--- config.mk ---
export PLATFORM = sky130hd
export DESIGN_NAME = debounce_bank
export DESIGN_NICKNAME = d
export VERILOG_FILES = /design/src/rtl/debounce_pkg.sv /design/src/rtl/debounce_ch.sv /design/src/rtl/debounce_bank.sv
export SDC_FILE = /design/constraint.sdc
export NUM_CORES = 1
export LEC_CHECK = 0
export CAP_MARGIN = 40
export CORE_UTILIZATION = 59
export CTS_BUF_LIST = sky130_fd_sc_hd__clkbuf_16
export CTS_CLUSTER_DIAMETER = 60
export CTS_CLUSTER_SIZE = 40
export DETAILED_ROUTE_END_ITERATION = 10
export PLACE_DENSITY = 0.86
export SLEW_MARGIN = 20
export SYNTH_ARGS = -nofsm -noshare
export SYNTH_HDL_FRONTEND = slang
export SYNTH_HIERARCHICAL = 1
export SYNTH_SLANG_ARGS = --single-unit
--- constraint.sdc ---
create_clock -name clk -period 5.2 [get_ports clk]
set_input_delay 0.78 -clock clk [delete_from_list [all_inputs] [get_ports clk]]
set_output_delay 0.78 -clock clk [all_outputs]
set_load 0.02 [all_outputs]
--- src/rtl/debounce_pkg.sv ---
// Shared widths and parameter legality helpers for the debounce bank.
// Pure elaboration-time helpers; there is no logic, latency or flow control here.
package debounce_pkg;

  // A counter that has to hold 0..n-1 needs clog2(n) bits, but never fewer than one.
  function automatic int unsigned cnt_w(input int unsigned n);
    return (n <= 1) ? 1 : $clog2(n);
  endfunction

  function automatic bit params_ok(input int n_ch, input int tick_div, input int stable_cnt);
    return (n_ch >= 1) && (tick_div >= 1) && (stable_cnt >= 1);
  endfunction

endpackage

--- src/rtl/debounce_ch.sv ---
// One debounce channel: a 2-flop synchroniser, then a stable-count filter that is paced by tick.
// out moves 2 clk + STABLE_CNT ticks after a clean step. The channel runs freely and has no flow control.
module debounce_ch
  import debounce_pkg::*;
#(
  parameter int   STABLE_CNT = 4,
  parameter logic RESET_VAL  = 1'b0
) (
  input  logic clk,
  input  logic rst,
  input  logic tick,
  input  logic in_bit,
  output logic out_bit,
  output logic rise_bit,
  output logic fall_bit
);

  localparam int unsigned     CW      = cnt_w(STABLE_CNT);
  localparam logic [CW-1:0]   CNT_MAX = CW'(STABLE_CNT - 1);

  logic          r_s1;
  logic          r_s2;
  logic          r_out;
  logic          r_rise;
  logic          r_fall;
  logic [CW-1:0] r_cnt;

  always_ff @(posedge clk or posedge rst) begin
    if (rst) begin
      r_s1   <= RESET_VAL;
      r_s2   <= RESET_VAL;
      r_out  <= RESET_VAL;
      r_cnt  <= '0;
      r_rise <= 1'b0;
      r_fall <= 1'b0;
    end else begin
      r_s1   <= in_bit;
      r_s2   <= r_s1;
      r_rise <= 1'b0;
      r_fall <= 1'b0;
      if (tick) begin
        // Any sample that agrees with out restarts the count, so a bounce costs the full window.
        if (r_s2 == r_out) begin
          r_cnt <= '0;
        end else if (r_cnt == CNT_MAX) begin
          r_out  <= r_s2;
          r_cnt  <= '0;
          r_rise <= r_s2;
          r_fall <= ~r_s2;
        end else begin
          r_cnt <= r_cnt + CW'(1);
        end
      end
    end
  end

  assign out_bit  = r_out;
  assign rise_bit = r_rise;
  assign fall_bit = r_fall;

endmodule

--- src/rtl/debounce_bank.sv ---
// N_CH independent debouncers that share one clock-enable prescaler (tick every TICK_DIV clk).
// Latency is 2 clk + 1..TICK_DIV clk + (STABLE_CNT-1)*TICK_DIV clk. There is no flow control.
module debounce_bank
  import debounce_pkg::*;
#(
  parameter int   N_CH       = 4,
  parameter int   TICK_DIV   = 50000,
  parameter int   STABLE_CNT = 4,
  parameter logic RESET_VAL  = 1'b0
) (
  input  logic            clk,
  input  logic            rst,
  input  logic [N_CH-1:0] in,
  output logic [N_CH-1:0] out,
  output logic [N_CH-1:0] rise,
  output logic [N_CH-1:0] fall
);

  localparam int unsigned   PW      = cnt_w(TICK_DIV);
  localparam logic [PW-1:0] PRE_MAX = PW'(TICK_DIV - 1);

  if (!params_ok(N_CH, TICK_DIV, STABLE_CNT)) begin : g_bad_params
    $error("debounce_bank: N_CH, TICK_DIV and STABLE_CNT must all be >= 1");
  end

  logic [PW-1:0] r_pre;
  logic          w_tick;

  // With TICK_DIV=1 the counter is pinned at 0 and the tick stays high.
  assign w_tick = (r_pre == PRE_MAX);

  always_ff @(posedge clk or posedge rst) begin
    if (rst) begin
      r_pre <= '0;
    end else if (w_tick) begin
      r_pre <= '0;
    end else begin
      r_pre <= r_pre + PW'(1);
    end
  end

  for (genvar g = 0; g < N_CH; g++) begin : g_ch
    debounce_ch #(
      .STABLE_CNT(STABLE_CNT),
      .RESET_VAL (RESET_VAL)
    ) u_ch (
      .clk     (clk),
      .rst     (rst),
      .tick    (w_tick),
      .in_bit  (in[g]),
      .out_bit (out[g]),
      .rise_bit(rise[g]),
      .fall_bit(fall[g])
    );
  end

endmodule

==> key figures <==
Critical path
  • Critical Setup Path Class: reg2reg
  • Worst setup SP type: flop
  • Origin of the worst setup path: r_pre[4]$_DFF_PP0_
  • CP endpoint kind: flop
  • Req. time, crit path: 5.39 ns
  • Crit-path max FO: 29
  • Worst path arrival time: 2.40 ns
  • Reg2reg start: r_pre[4]$_DFF_PP0_

Layout
  • Finished Core Util: 0.7766
  • Area grow syn2layout: 21.52%
  • Layout cell share with drive strength beyond 1: 0.09195
  • Fill cells: 161
  • Final Cell Area: 2197 sq um
  • Diode count: 0
  • Layout net count: 184
  • Reg area: 1101 sq um
  • Multi-input logic area: 658.1 sq um
  • Fin cells: 205

Synthesis
  • Post-synth EDFFs: 0
  • Fraction of registers with async set or reset after synthesis: 1.000
  • Mean post-synth cell area: 12.22 sq um
  • Synth Flop Type: dfrtp_1
  • Synthesized instance count: 148
  • Synthesized Nets: 159
  • Synth top area share: 0.6090
  • Seq/Total Area, Yosys: 0.6090
  • Post-synth top cells: dfrtp_1 (44), inv_1 (13), nand2_1 (13), nor2_1 (9), xnor2_1 (9)
  • Mapped cell area: 1808 sq um
  • Number of synthesis warnings: 6
  • Largest area contributor in the netlist: dfrtp_1
  • Seq cells post-synth: 44
  • Distinct cells, synth: 25
  • Synth area leaders: dfrtp_1 (61%), xnor2_1 (4.4%), ha_1 (3.5%), xor2_1 (3.4%), nor3b_1 (3.3%)
  • Count leader, synth: dfrtp_1

CTS
  • Clock Latency Late Sink: 0.28 ns
  • CTS buffer count: 5
  • Post-cts sizing count: 0
  • Root cell of the clock tree: clkbuf_16
  • Clock transition at the registers of the reported paths: 0.06 ns
  • CTS sink count: 44
  • Total setup buffers inserted after CTS: 0
  • Cts hold-fix bufs: 0
  • Clock Path Buffers: 2
  • H-tree depth: 2
  • CTS tree: built

Power and ir drop
  • Flop pwr share: 0.489
  • Comb pwr share: 0.019
  • Clock power frac: 0.492
  • Cell-internal power: 578.5 uW
  • Net Switching: 133.3 uW
  • Leak: 0.001000 uW
  • PD cells: 324.0 nW/um^2
  • Switching Share: 0.1873
  • Peak supply drop: 0.2621 mV

STA
  • Fin Clk Skew: 0.004359 ns
  • Fin crit share: 0.4251
  • Slew headroom: 0.6024
  • RSZ-0062 raised after global routing: false
  • Final hold violations: 0
  • Fin. max-slew vios: 0
  • Setup_tns: 0 ns
  • Final Setup Violations: 0
  • Slew of the pin with the lowest slew margin: 0.5957 ns
  • F_max: 452.4 MHz
  • Post-route minimum period: 2.210 ns
  • Setup WS post-layout: 2.990 ns

Drt
  • Routed Antenna Nets: 0
  • Drt via density: 5.849
  • DR WL/cell: 16.46 um
  • DR pass1 iterations: 5
  • DRT iter0 DRCs: 76
  • Vias: 1,199
  • Final WL: 3.375 mm
  • DRC violations left: 0

Placed design
  • Dpl cell area: 2024 sq um
  • Dpl ws: 3.042 ns
  • # placed instances: 197
  • GPL Wtd Cong: 0.8606
  • IO buf count: 17
  • DPL Wire Length: 2.330 mm

Floorplanning
  • Initial Util: 0.6391
  • Die area: 3290 sq um
  • Die Wd: 57.36 um
  • # IOs: 18
  • Core area: 2829 sq um
  • Die height: 57.36 um
  • Num rows: 19

Min path
  • Hold Crit Start: g_ch[1].u_ch/r_s1$_DFF_PP0_
  • Worst hold path class: reg2reg

Global routing
  • Largest net degree at the start of global routing: 30
  • Tot GR Track Use: 0.2427
  • Global route total overflow: 0
  • Global-route wire length before repair: 5.802 mm
  • Vias in the first global route: 1,295
  • Initial antenna violation count: 0

Run
  • Max Cap Viol: 0

Outcome
  • Status: finished, final reports clean
kinds of logic after synthesis:
logic type / after synthesis / synth area share
simple gates: 55 / 0.1882
flops: 44 / 0.6090
xor+xnor: 16 / 0.07751
buf+inv: 13 / 0.02699
compound gates: 10 / 0.03321
mux: 5 / 0.03045
fa+ha+maj: 5 / 0.03460
cell usage in the layout, fill, tap and decap left out, types with 2 or more instances in the layout:
cell | synthesis | routed
clkbuf_16 | 0 | 5
clkdlybuf4s50_1 | 0 | 17
clkinv_4 | 0 | 2
dfrtp_1 | 44 | 44
ha_1 | 5 | 5
inv_1 | 13 | 13
mux2_2 | 4 | 4
nand2_1 | 13 | 13
nand3_1 | 3 | 3
nand4_1 | 6 | 6
nor2_1 | 9 | 9
nor3b_1 | 8 | 8
nor4_1 | 3 | 3
o22ai_1 | 8 | 8
or3b_1 | 4 | 4
or4bb_1 | 2 | 2
xnor2_1 | 9 | 9
xor2_1 | 7 | 7
power by group through the flow:
| stage | clock, uW | sequential, uW | combinational [uW] |
|---|---|---|---|
| finish | 351 | 348 | 13.4 |
| global route | 369 | 348 | 15.6 |
| CTS | 358 | 348 | 13.9 |
| detailed placement | 0 | 354 | 13.8 |
| global placement | 0 | 354 | 13.1 |
| floorplan | 0 | 353 | 7.62 |
stage by stage:
stage	hold slack, ns	power [uW]
2_1_floorplan	0.3312	361.0
3_3_place_gp	0.3348	366.8
3_5_place_dp	0.3379	367.8
4_1_cts	0.3574	720.1
5_1_grt	0.3637	733.1
6_report	0.3538	711.8
critical path, stage by stage, from the launching register on:
cell     delay, ns
dfrtp_1       0.44
or4b_4        0.55
nor4_4        0.26
buf_4         0.32
or3b_1        0.40
o22ai_1       0.15
sequential cells by signal, summed over array words and instances (netlist names):
name                flops
g_ch.u_ch/fall_bit      4
g_ch.u_ch/out_bit       4
g_ch.u_ch/rise_bit      4
g_ch.u_ch/r_cnt         8
g_ch.u_ch/r_s1          4
r_pre                  16
g_ch.u_ch/r_s2          4
worst paths after layout:
kind                                                           to  slack (ns)  depth (start not counted)
worst min register to register        g_ch[1].u_ch/r_s2$_DFF_PP0_        0.35                          0
worst max-delay path            g_ch[1].u_ch/r_cnt[0]$_DFFE_PP0P_        2.99                          5
worst max register to register  g_ch[1].u_ch/r_cnt[0]$_DFFE_PP0P_        2.99                          5
min in group asynchronous       g_ch[1].u_ch/r_cnt[1]$_DFFE_PP0P_        0.85                          2
worst min-delay path                  g_ch[1].u_ch/r_s2$_DFF_PP0_        0.35                          0
max in group asynchronous                     r_pre[12]$_DFF_PP0_        3.81                          2
per-layer routing:
layer  part of all wire  GRT usage  wire length [um]
met1               0.40     0.2808              1363
met2               0.55     0.4219              1862
met3              0.033    0.06349               110
met4              0.011     0.1115                38
met5                  0          0                 0
layout make-up:
cell class,instances,share of cell area
Clock inverter,3,0.02164
Clock buffer,5,0.05695
Multi-Input combinational cell,91,0.2995
Timing Repair Buffer,18,0.08087
Inverter,13,0.02221
Tap cell,31,0.01765
Sequential cell,44,0.5011
Power figures use the tool's default switching activity.
